## src/rtl/ts4231_pkg.sv

```systemverilog
// Shared TS4231 definitions: reply width, default config word
// and the sensor configuration scheduler state encoding.
package ts4231_pkg;

    localparam int REPLY_W = 15;

    localparam logic [REPLY_W-1:0] CFG_WORD_DEFAULT = 15'h392B;

    typedef enum logic [2:0] {
        ST_IDLE,
        ST_ARM,
        ST_WAIT_START,
        ST_WAIT_DONE,
        ST_CHECK,
        ST_NEXT,
        ST_DONE
    } sched_state_e;

endpackage

```

## src/rtl/sync_2ff.sv

```systemverilog
// Two-flop synchroniser for signals crossing in from another
// clock domain; reset value is selectable per instance.
module sync_2ff #(
    parameter int                WIDTH   = 1,
    parameter logic [WIDTH-1:0] RST_VAL = '0
) (
    input  logic             clock,
    input  logic             reset,
    input  logic [WIDTH-1:0] d,
    output logic [WIDTH-1:0] q
);

    logic [WIDTH-1:0] meta;

    // Metastability stage followed by the settled output stage.
    always_ff @(posedge clock or negedge reset) begin
        if (!reset) begin
            meta <= RST_VAL;
            q    <= RST_VAL;
        end else begin
            meta <= d;
            q    <= meta;
        end
    end

endmodule

```

## src/rtl/sensor_cfg_scheduler.sv

```systemverilog
// Sequences TS4231 init engines one at a time, verifies each
// readback and retries failed attempts up to MAX_RETRY times.
module sensor_cfg_scheduler
    import ts4231_pkg::*;
#(
    parameter int                  NUM_SENSORS = 4,
    parameter logic [REPLY_W-1:0] CFG_WORD    = CFG_WORD_DEFAULT,
    parameter int                  MAX_RETRY   = 3,
    parameter int                  TIMEOUT_CYC = 100_000
) (
    input  logic                           clock,
    input  logic                           reset,
    input  logic                           run,
    output logic [NUM_SENSORS-1:0]         start_cfg,
    input  logic [NUM_SENSORS-1:0]         cfg_done,
    input  logic [REPLY_W*NUM_SENSORS-1:0] cfg_data_reply,
    output logic [NUM_SENSORS-1:0]         sensor_ok,
    output logic [NUM_SENSORS-1:0]         sensor_fail,
    output logic                           busy,
    output logic                           sweep_done,
    output logic [3:0]                     cur_sensor
);

    localparam int TW = (TIMEOUT_CYC > 0) ? $clog2(TIMEOUT_CYC + 1) : 1;
    localparam int RW = (MAX_RETRY > 0) ? $clog2(MAX_RETRY + 1) : 1;

    localparam logic [TW-1:0]          TIMER_LOAD = TW'(TIMEOUT_CYC);
    localparam logic [RW-1:0]          RETRY_MAX  = RW'(MAX_RETRY);
    localparam logic [3:0]             LAST       = 4'(NUM_SENSORS - 1);
    localparam logic [NUM_SENSORS-1:0] ONE        = NUM_SENSORS'(1);

    sched_state_e             state;
    logic [TW-1:0]            timer;
    logic [RW-1:0]            retry_cnt;
    logic [NUM_SENSORS-1:0]   done_s;
    logic                     done_sel;
    logic [REPLY_W-1:0]       reply_sel;
    logic [NUM_SENSORS-1:0]   cur_bit;
    logic                     attempt_fail;

    // Engines idle with done high, so the synchroniser resets high
    // to avoid a false "accepted" right after reset release.
    sync_2ff #(
        .WIDTH   (NUM_SENSORS),
        .RST_VAL ({NUM_SENSORS{1'b1}})
    ) u_done_sync (
        .clock (clock),
        .reset (reset),
        .d     (cfg_done),
        .q     (done_s)
    );

    // Select the done flag and readback of the sensor being served.
    always_comb begin
        done_sel  = 1'b0;
        reply_sel = '0;
        cur_bit   = ONE << cur_sensor;
        for (int i = 0; i < NUM_SENSORS; i++) begin
            if (cur_sensor == 4'(i)) begin
                done_sel  = done_s[i];
                reply_sel = cfg_data_reply[REPLY_W*i +: REPLY_W];
            end
        end
    end

    // An attempt fails on timeout while waiting or on a bad readback.
    always_comb begin
        unique case (state)
            ST_WAIT_START,
            ST_WAIT_DONE:  attempt_fail = (timer == '0);
            ST_CHECK:      attempt_fail = (reply_sel != CFG_WORD);
            default:       attempt_fail = 1'b0;
        endcase
    end

    // Sweep FSM with registered outputs.
    always_ff @(posedge clock or negedge reset) begin
        if (!reset) begin
            state       <= ST_IDLE;
            timer       <= '0;
            retry_cnt   <= '0;
            start_cfg   <= '0;
            sensor_ok   <= '0;
            sensor_fail <= '0;
            busy        <= 1'b0;
            sweep_done  <= 1'b0;
            cur_sensor  <= '0;
        end else begin
            sweep_done <= 1'b0;
            if (attempt_fail) begin
                start_cfg <= '0;
                if (retry_cnt < RETRY_MAX) begin
                    retry_cnt <= retry_cnt + 1'b1;
                    state     <= ST_ARM;
                end else begin
                    sensor_fail <= sensor_fail | cur_bit;
                    state       <= ST_NEXT;
                end
            end else begin
                unique case (state)
                    ST_IDLE: begin
                        if (run) begin
                            sensor_ok   <= '0;
                            sensor_fail <= '0;
                            cur_sensor  <= '0;
                            retry_cnt   <= '0;
                            busy        <= 1'b1;
                            state       <= ST_ARM;
                        end
                    end
                    ST_ARM: begin
                        start_cfg <= cur_bit;
                        timer     <= TIMER_LOAD;
                        state     <= ST_WAIT_START;
                    end
                    ST_WAIT_START: begin
                        if (!done_sel) begin
                            start_cfg <= '0;
                            timer     <= TIMER_LOAD;
                            state     <= ST_WAIT_DONE;
                        end else begin
                            timer <= timer - 1'b1;
                        end
                    end
                    ST_WAIT_DONE: begin
                        if (done_sel) begin
                            state <= ST_CHECK;
                        end else begin
                            timer <= timer - 1'b1;
                        end
                    end
                    ST_CHECK: begin
                        sensor_ok <= sensor_ok | cur_bit;
                        state     <= ST_NEXT;
                    end
                    ST_NEXT: begin
                        retry_cnt <= '0;
                        if (cur_sensor == LAST) begin
                            state <= ST_DONE;
                        end else begin
                            cur_sensor <= cur_sensor + 1'b1;
                            state      <= ST_ARM;
                        end
                    end
                    ST_DONE: begin
                        busy       <= 1'b0;
                        sweep_done <= 1'b1;
                        state      <= ST_IDLE;
                    end
                    default: state <= ST_IDLE;
                endcase
            end
        end
    end

endmodule

```

## config.mk

```make
export PLATFORM = sky130hd
export DESIGN_NAME = sensor_cfg_scheduler
export DESIGN_NICKNAME = d
export VERILOG_FILES = /design/src/rtl/ts4231_pkg.sv /design/src/rtl/sync_2ff.sv /design/src/rtl/sensor_cfg_scheduler.sv
export SDC_FILE = /design/constraint.sdc
export NUM_CORES = 1
export LEC_CHECK = 0
export ABC_AREA = 1
export CAP_MARGIN = 20
export CORE_MARGIN = 2
export CORE_UTILIZATION = 44
export DETAILED_ROUTE_END_ITERATION = 8
export GPL_ROUTABILITY_DRIVEN = 0
export GPL_TIMING_DRIVEN = 0
export PLACE_DENSITY = 0.77
export SLEW_MARGIN = 20
export SYNTH_ARGS = -nofsm -noshare
export SYNTH_HDL_FRONTEND = slang
export SYNTH_SLANG_ARGS = --single-unit
```

## constraint.sdc

```tcl
create_clock -name clock -period 2 [get_ports clock]
set_input_delay 0.2 -clock clock [delete_from_list [all_inputs] [get_ports clock]]
set_output_delay 0.2 -clock clock [all_outputs]
set_load 0.02 [all_outputs]
```

After elaboration in Yosys (flattened, before gate mapping)
Index checks and enable logic that the tools add are counted.
{ "word_totals": {"mem_count": 0, "in_bits": 67, "regBits": 48, "mem_bits_rw": 0, "elab_cells": 94, "rom_bits": 0, "output_inout_bits": 18, "latchBits": 0} }
{ "op_classes": {"magnitude_cmp": 1, "reduce_logical": 20, "n_mux": 37, "addsub": 3, "n_bitwise": 3, "shifts": 1, "eq_ne": 18, "n_mul": 0, "div": 0} }
{ "ops": {"columns": ["cell", "n"], "rows": [
  ["2-to-1 mux 15 bit", 4],
  ["one-hot mux 17 bit (3 select lines)", 1],
  ["2-to-1 mux 17 bit", 2],
  ["2-to-1 mux 4 bit", 7],
  ["one-hot mux 4 bit (2 select lines)", 3],
  ["2-to-1 mux 3 bit", 6],
  ["one-hot mux 3 bit (6 select lines)", 1],
  ["AND reduction 3 bit", 6],
  ["zero test 17 bit", 1],
  ["subtractor 17 x 1 -> 17 bit (second input constant)", 1],
  ["!= test 15 x 14 -> 1 bit (second input constant)", 1],
  ["nonzero test 2 bit", 5],
  ["== test 3 bit (second input constant)", 3],
  ["!= test 3 bit (second input constant)", 3],
  ["nonzero test 3 bit", 3],
  ["== test 4 x 2 -> 1 bit (second input constant)", 2],
  ["!= test 2 bit (second input constant)", 4],
  ["bitwise OR 4 bit", 2],
  ["2-to-1 mux 1 bit", 7],
  ["== test 3 x 2 -> 1 bit (second input constant)", 2],
  ["2-to-1 mux 2 bit", 3],
  ["adder 4 x 1 -> 4 bit (second input constant)", 1],
  ["== test 4 x 1 -> 1 bit (second input constant)", 1],
  ["zero test 4 bit", 1],
  ["other kinds (12)", 13]
]} }

Longest topological paths before layout
Gate-level depths: netlist of the first run.
{ "logic_depth": {"depth_word": 9, "mapped_depth": 17, "mapped_depth_nobuf": 16} }

Cells and area by module
From an unflattened synthesis of the first run, not the netlist that was laid out.
{ "hier_totals": {"hier_cells": 403, "area_unflattened_um2": 2981.6} }
{ "modules_own_cells": {"columns": ["mod", "cells_per_inst", "instances", "area_each_um2", "seq_area_each_um2"], "rows": [
  ["sensor_cfg_scheduler", 395, 1, 2771.4, 1001.0],
  ["sync_2ff", 8, 1, 210.2, 210.2]
]} }

Worst setup path before layout of the first run
No wires, ideal clock.
{ "synth_timing": {"kind": "register to register", "startpoint": "reg cur_sensor[1]", "endpoint": "reg timer[13]", "arrival_ps": 2087, "setup_ps": 116, "required_time_ps": 1884, "setup_slack_ps": -204, "n_path_buf": 1, "path_stages_with_launch": 17, "synth_period_minus_slack_ps": 2204, "path_cell_list": "dfrtp_1 inv_1 ha_1 or2_2 nor2_1 nand3_1 nand2_1 nand3_1 nand2_1 nand2_1 nand2_2 nand2_4 clkinv_2 nand2_4 buf_6 nand2_1 nand2_1"} }
{ "synth_via": {"elab_chain_len": 9, "elab_cells_between_ends": 19, "classes_between": "5 x eq/ne; 11 x mux; 1 x bitwise; 2 x reduce/logical"} }
{ "synth_lines": {"columns": ["item", "line", "rtl"], "rows": [
  ["from (decl)", "sensor_cfg_scheduler.sv:21", "output logic [3:0] cur_sensor"],
  ["from (signal assigned)", "sensor_cfg_scheduler.sv:141", "cur_sensor <= cur_sensor + 1'b1;"],
  ["zero test 4 bit", "sensor_cfg_scheduler.sv:59", "if (cur_sensor == 4'(i)) begin"],
  ["2-to-1 mux 15 bit (4 in a row)", "sensor_cfg_scheduler.sv:59", null],
  ["!= test 15 x 14 -> 1 bit", "sensor_cfg_scheduler.sv:71", "ST_CHECK: attempt_fail = (reply_sel != CFG_WORD);"],
  ["one-hot mux 1 bit (2 select lines)", "sensor_cfg_scheduler.sv:68", "unique case (state)"],
  ["inverter 1 bit (no line)", null, null],
  ["AND reduction 3 bit (no line)", null, null],
  ["to (signal assigned)", "sensor_cfg_scheduler.sv:122", "timer <= timer - 1'b1;"],
  ["to (signal assigned)", "sensor_cfg_scheduler.sv:129", "timer <= timer - 1'b1;"],
  ["to (decl)", "sensor_cfg_scheduler.sv:33", "logic [TW-1:0] timer;"]
]} }
Several ways; a longest one is shown, not always the timed one.
A chain may end at the register's enable or synchronous reset.

Worst setup path in the final report of the first run
{ "layout_timing": {"startpoint": "reg cur_sensor[0]", "endpoint": "reg start_cfg[0]"} }
{ "layout_via": {"elab_chain_len": 9, "elab_cells_between_ends": 20, "classes_between": "5 x eq/ne; 1 x shift; 11 x mux; 3 x reduce/logical"} }
{ "layout_lines": {"columns": ["item", "line", "rtl"], "rows": [
  ["zero test 4 bit", "sensor_cfg_scheduler.sv:59", null],
  ["2-to-1 mux 15 bit (4 in a row)", "sensor_cfg_scheduler.sv:59", null],
  ["!= test 15 x 14 -> 1 bit", "sensor_cfg_scheduler.sv:71", null],
  ["one-hot mux 1 bit (2 select lines)", "sensor_cfg_scheduler.sv:68", null],
  ["!= test 3 bit (no line) / nonzero test 3 bit (equally long branches)", null, null],
  ["AND reduction 2 bit (no line)", null, null],
  ["to (signal assigned)", "sensor_cfg_scheduler.sv:112", "start_cfg <= cur_bit;"],
  ["to (decl)", "sensor_cfg_scheduler.sv:14", "output logic [NUM_SENSORS-1:0] start_cfg,"]
]} }
Several ways; a longest one is shown, not always the timed one.

==> results.txt, run 1 <==
WL/cell -> 14.4 µm
Failing checks -> negative setup slack
Detailed placement HPWL -> 6.05 mm
Net count, final -> 606
Chip width -> 87.5 µm
Routing usage on met1 -> 26.2%
Slew Limit Fails -> 0
CORE AREA -> 6760 µm²
Mapped Area -> 3070 µm²
Worst setup path end -> start_cfg[0]
Post-layout util -> 68.2%
Syn Nets -> 490
Worst vdd ir -> 1.04 mV
Yosys reg bits -> 48
CTS Buffer Depth -> 2
Port buffer count -> 84
CP Buf/Inv Count -> 2
Clock Sinks -> 48
RR Endpoint -> start_cfg[0]
Num rows -> 30
H-tree depth -> 2
Relative slew slack -> 59.7%
Critical Path Start -> cur_sensor[0]
Gr busiest metal -> met2
CTS Buf Count -> 5
GRT met2 Usage -> 39.5%
WP depth -> 15
Critical path's top delay family -> simple AND/OR/NAND/NOR gates
Iteration-0 DRC Markers -> 164
CTS tree -> built
Clk slew on worst S/H paths -> 100 ps
Vias/cell -> 5.17
Setup TNS -> -818 ps
Leak -> 2.18 nW
Die area -> 7650 µm²
DR vias -> 3174
Initial Util -> 45.4%
Final period utilization -> 103%
Pwr Density -> 1240 nW/µm²
Leading cell type in the layout, fill and taps excluded -> nand2_1
Vias in the first global route -> 2930
Final setup viols -> 23
Final Critical Period -> 2060 ps
Status -> finished with violations
R2R depth -> 15
Post-route ant nets -> 0
Hold Crit Class -> in2reg
Share of synthesized flip-flops with an asynchronous set or reset -> 100%
Ordered cell list for the critical path -> inv_2 > ha_2 > nand2_1 > nor2_1 > nor2_1 > nor2_1 > nand3_1 > nand2_1 > nand2_2 > nand2_4 > nand2_8 > buf_8 > nor2_2 > nand3_1 > nand2_1
Worst hold path depth -> 1
Initial antenna violation count -> 0
Sequential-to-total area share from yosys stat -> 39.5%
Cells after synthesis -> 417
Area Overhead vs Synth -> 50.2%
Pin count of the biggest net entering global routing -> 26
WP data required -> 2250 ps
Worst-Skew Late Latency -> 310 ps
Clk Tree Root Cell -> clkbuf_8
Crit Reg-Reg Startpoint -> cur_sensor[0]
Worst setup EP type -> register
CP Max Fanout -> 10
Commonest non-fill, non-tap cells in the layout -> nand2_1 (97), clkdlybuf4s50_1 (83), nor2_1 (54)
Reg2reg setup slack -> -60 ps
Post-route cell area -> 4610 µm²
Final WL -> 8.87 mm
# diodes -> 0
Slowest CP cell -> dfrtp_2
Clk_skew -> 14.2 ps
Average cell area after synthesis -> 7.35 µm²
DRC viols -> 0
Critical setup path kind -> reg2reg
IO Pins -> 85
Top FF cell, synth -> dfrtp_1
Met3 Use GR -> 3.32%
Netlist cell types -> 39
Worst path max stage delay -> 460 ps
Unrepaired setup endpoints after global routing -> yes
Die Y -> 87.5 µm
First-pass DRT Iterations -> 4
Worst-Margin Slew -> 604 ps
WP data arrival -> 2320 ps
Final Hold Fails -> 0
Total grt overflow -> 0
Global-route wire length before repair -> 13.1 mm
Synthesis Warnings -> 0
Gr usage total -> 21.5%
Placed Area -> 4050 µm²
Fmax -> 485 MHz
MaxCap Viol Count -> 0
Worst Slack Setup Final -> -63.8 ps
EDFF count, synth -> 0
CP Launch Type -> register
Layout cells sized above 1 -> 21.0%
[cells in the mapped netlist (4+ instances only)]
cell type	number	share of area [%]
a211oi_1	9	2.2
a21oi_1	5	0.82
buf_6	4	1.5
dfrtp_1	40	33
dfstp_2	8	6.9
ha_1	6	2.4
inv_1	54	6.6
inv_2	4	0.49
nand2_1	112	14
nand3_1	26	4.2
nand3b_1	4	0.98
nand4_1	7	1.4
nor2_1	63	7.7
nor3_1	11	1.8
o21ai_0	15	2.4
o21ai_2	4	1.1
xor2_1	11	3.1
[flip-flops by register name, indices dropped and copies added, names as in the netlist]
name              flops
cur_sensor            4
sweep_done            1
sensor_ok             4
state                 3
u_done_sync.q         4
u_done_sync.meta      4
timer                17
busy                  1
retry_cnt             2
start_cfg             4
sensor_fail           4
[what timing repair did]
| action | CTS | global route |
|---|---|---|
| buffers inserted | 8 | 13 |
| pin swaps | 5 | 13 |
| gates resized for setup | 19 | 48 |
| setup endpoints to repair | 34 | 34 |
| hold buffers | 1 | 0 |
| hold endpoints to repair | 23 | 0 |
| gates cloned | 1 | 1 |
[cells by family after synthesis]
| kind of cell | Yosys count | synth area share (%) |
|---|---|---|
| and+or+nand+nor | 241 | 35.4 |
| buffers and inverters | 67 | 9.47 |
| DFF | 48 | 39.5 |
| AOI/OAI and AO/OA | 41 | 9.14 |
| xor gates and xnor gates | 14 | 4.00 |
| adders and majority gates | 6 | 2.45 |
[per-layer routing]
layer / up-vias / routed length, µm
met3: 16 / 711
met1: 1478 / 3480
met5: - / 0
met4: 0 / 134
li1: 1558 / -
met2: 122 / 4540
[worst min path at each step]
stage / start / slack (ps) / endpoint
2_1_floorplan: reset / -100 / busy
3_3_place_gp: u_done_sync.meta[0] / 350 / u_done_sync.q[0]
3_5_place_dp: reset / 230 / sensor_fail[1]
4_1_cts: cfg_done[3] / 300 / u_done_sync.meta[3]
5_1_grt: cfg_done[1] / 290 / u_done_sync.meta[1]
6_report: cfg_done[1] / 300 / u_done_sync.meta[1]
[final cells by class]
cell class                 count  area, µm²
fill                         532       2150
multi-input combinational    302       1750
sequential                    48       1210
timing repair buffer         109       1100
inverter                      59        231
tap                           80        100
buffer                         8       78.8
clock buffer                   6       72.6
clock inverter                 2       60.1
[power by group]
group          leakage [nW]  switching, W  internal [W]
Combinational          1.51       0.00200       0.00149
Clock                0.0654      0.000333      0.000500
Sequential            0.606      0.000204       0.00120
[worst reg2reg max path: cells and delay by family (launching register included)]
family | cells | cell delay, ps
fa+ha+maj | 1 | 200
buf+inv | 2 | 280
flops | 1 | 460
simple gates | 12 | 1090
[metrics by stage]
step           cells  power [W]  setup slack (ps)  hold WS, ps
3_5_place_dp     582    0.00394              -215          234
2_1_floorplan    417    0.00323            0.0262        -95.6
5_1_grt          614    0.00606              -216          292
3_3_place_gp     581    0.00386              -776          347
6_report         614    0.00572             -63.8          295
4_1_cts          600    0.00507             -22.6          296
Note: power is estimated with default switching activity, not from simulation.
==> inputs of run 2 (changes only) <==
--- a/config.mk
+++ b/config.mk
@@ -8,11 +8,12 @@
 export ABC_AREA = 1
 export CAP_MARGIN = 20
 export CORE_MARGIN = 2
-export CORE_UTILIZATION = 44
+export CORE_UTILIZATION = 50
 export DETAILED_ROUTE_END_ITERATION = 8
+export DONT_BUFFER_PORTS = 1
 export GPL_ROUTABILITY_DRIVEN = 0
 export GPL_TIMING_DRIVEN = 0
-export PLACE_DENSITY = 0.77
+export PLACE_DENSITY = 0.68
 export SLEW_MARGIN = 20
 export SYNTH_ARGS = -nofsm -noshare
 export SYNTH_HDL_FRONTEND = slang
==> run 2 against run 1 <==
Against the previous run: the flow still finishes with violations (negative setup slack); routed wire length down 22%; clock skew down 7.1 ps; via count down 14%; count of clock-buffer cells in the layout up 1; sequential power up 6%; register-to-register slack worse by 120 ps; largest cell class unchanged; highest routed layer unchanged.
==> results.txt, run 2 (same netlist as run 1, synthesis figures left out) <==
Status -> finished with violations
Failing checks -> negative setup slack
WP data required -> 2200 ps (-50 ps)
Port buffer count -> 0 (-100%)
Worst-Skew Late Latency -> 310 ps (about the same)
Num rows -> 28 (-6.7%)
Die area -> 6770 µm² (-11%)
H-tree depth -> 2 (unchanged)
First-pass DRT Iterations -> 4 (unchanged)
WHS -> 197 ps (-98.0 ps)
Post-route ant nets -> 0 (unchanged)
Iteration-0 DRC Markers -> 198 (+21%)
Largest register FFs -> 17 (unchanged)
Detailed placement HPWL -> 5.01 mm (-17%)
Clk Tree Root Cell -> clkbuf_8
Slew Limit Fails -> 0 (unchanged)
Clock Sinks -> 48 (unchanged)
Ordered cell list for the critical path -> inv_4 > ha_4 > or2_4 > nor2_4 > nand3_2 > nand2_1 > nand3_1 > nand2_1 > nand2_2 > nand2_4 > nand2_4 > clkinv_4 > nand2_8 > buf_8 > nand2_1 > nand2_1
Worst Slack Setup Final -> -188 ps (-125 ps)
Worst-Margin Slew -> 661 ps (+56.8 ps)
Commonest non-fill, non-tap cells in the layout -> nand2_1 (102), nor2_1 (60), inv_1 (51)
Pwr Density -> 1340 nW/µm² (+8.0%)
CTS Buffer Depth -> 2 (unchanged)
Fmax -> 457 MHz (-5.7%)
Unrepaired setup endpoints after global routing -> yes
Most used cell, CP -> nand2_1
Global-route wire length before repair -> 11.3 mm (-14%)
MaxCap Viol Count -> 0 (unchanged)
Total grt overflow -> 0 (unchanged)
CTS Buf Count -> 5 (unchanged)
DR top layer -> met4
Vias/cell -> 5.27 (+2.0%)
CORE AREA -> 5920 µm² (-12%)
Area Overhead vs Synth -> 15.7%
DR vias -> 2725 (-14%)
Clk_skew -> 7.08 ps (-7.14 ps)
Worst path max stage delay -> 520 ps (+60 ps)
Met3 WL post-DR -> 453 µm (-36%)
Sequential Power Share -> 31.0% (+6.5 points)
Final Hold Fails -> 0 (unchanged)
Leak -> 1.75 nW (-20%)
Net count, final -> 514 (-15%)
Hold Crit Class -> in2reg
Final WL -> 6.91 mm (-22%)
DRC viols -> 0 (unchanged)
WP data arrival -> 2390 ps (+70 ps)
Final setup viols -> 34 (+48%)
Relative slew slack -> 55.6% (-4.1 points)
CP Launch Type -> register
WL/cell -> 13.4 µm (-7.4%)
Vias in the first global route -> 2547 (-13%)
Initial Util -> 51.8% (+6.4 points)
Clock Power Share -> 14.8% (+0.2 points)
Tot Pwr -> 0.00476 W (-17%)
Worst vdd ir -> 0.832 mV (-20%)
Layout cells sized above 1 -> 18.8% (-2.2 points)
IO Pins -> 85 (unchanged)
Metal2 WL -> 3.29 mm (-28%)
Pin count of the biggest net entering global routing -> 49 (+88%)
Chip width -> 82.3 µm (-5.9%)
Critical setup path kind -> reg2reg
Worst setup EP type -> register
Switch Pwr -> 0.00222 W (-13%)
Gr usage total -> 21.7% (+0.26 points)
CP Max Fanout -> 10 (unchanged)
Final Critical Period -> 2190 ps (+125 ps)
CTS tree -> built
Biggest register -> timer
# diodes -> 0 (unchanged)
Combinational share of power -> 54.2% (-6.8 points)
Internal power -> 0.00254 W (-20%)
Leading cell type in the layout, fill and taps excluded -> nand2_1
Die Y -> 82.3 µm (-5.9%)
Final period utilization -> 109% (+6.2 points)
Initial antenna violation count -> 0 (unchanged)
Switching share of power -> 46.6% (+2.2 points)
Clk slew on worst S/H paths -> 90 ps (about the same)
Met1 WL -> 3.10 mm (-11%)
Slowest CP cell -> dfrtp_2
[run 2: changes by cell type in the layout (fill, tap and decap cells not counted), sizes merged]
cell	previous run	this run
clkdlybuf4s50	83	0
buf	32	20
dlygate4sd3	1	5
bufinv	2	1
clkinv	0	1
inv	59	58
[run 2: worst max-delay path: cells and delay by family, from the launching register on]
family | cells | cell delay (ps)
flip-flops | 1 | 520
AND/OR/NAND/NOR | 12 | 1030
adder cells (fa/ha/maj) | 1 | 180
buffers and inverters | 3 | 320
[run 2: per-stage QoR]
step / setup TNS, ps / utilization (%) / instances / area (µm²) / setup slack, ps
finish: -4730 / 59.9 / 517 / 3550 / -188
global route: -9860 / 59.9 / 517 / 3550 / -362
CTS: -5020 / 59.2 / 516 / 3500 / -194
detailed placement: -8030 / 53.7 / 492 / 3180 / -310
global placement: -7110 / 53.7 / 492 / 3180 / -295
floorplan: 0 / - / 417 / 3080 / 0.0262
[run 2: metal layers]
metal | GRT usage (%) | vias to the layer above
li1 | - | 1362
met1 | 28.7 | 1260
met2 | 36.4 | 97
met3 | 4.35 | 6
met4 | 5.67 | 0
met5 | 0 | -
[run 2: what timing repair did]
action,in CTS,in global routing
hold endpoints to repair,52,0
setup buffers,9,1
gates resized for setup,24,13
setup endpoints to repair,34,35
hold buffers,6,0
pin swaps,4,9
gates cloned,1,0
[run 2: worst paths after layout]
path / from / end / slack, ps / cells after the start
max: cur_sensor[1] / timer[14] / -190 / 16
min: run / state[0] / 200 / 2
max reg2reg: cur_sensor[1] / timer[14] / -190 / 16
min reg2reg: u_done_sync.meta[3] / u_done_sync.q[3] / 360 / 0
max in group asynchronous: reset / u_done_sync.q[1] / 1320 / 2
min in group asynchronous: reset / timer[13] / 380 / 2
[run 2: area by class of cell]
type / count / area [µm²]
Clock inverter: 1 / 30.0
Multi-Input combinational cell: 302 / 1660
Fill cell: 553 / 2370
Buffer: 8 / 71.3
Sequential cell: 48 / 1210
Tap cell: 75 / 93.8
Inverter: 59 / 229
Timing Repair Buffer: 17 / 171
Clock buffer: 7 / 76.3
[run 2: power by group through the flow]
stage                     logic (W)  clock network [W]  registers (W)
after floorplan             0.00180                  0        0.00143
after global placement      0.00217                  0        0.00148
after detailed placement    0.00221                  0        0.00148
after CTS                   0.00251           0.000719        0.00147
after global routing        0.00288           0.000758        0.00151
final                       0.00258           0.000703        0.00148
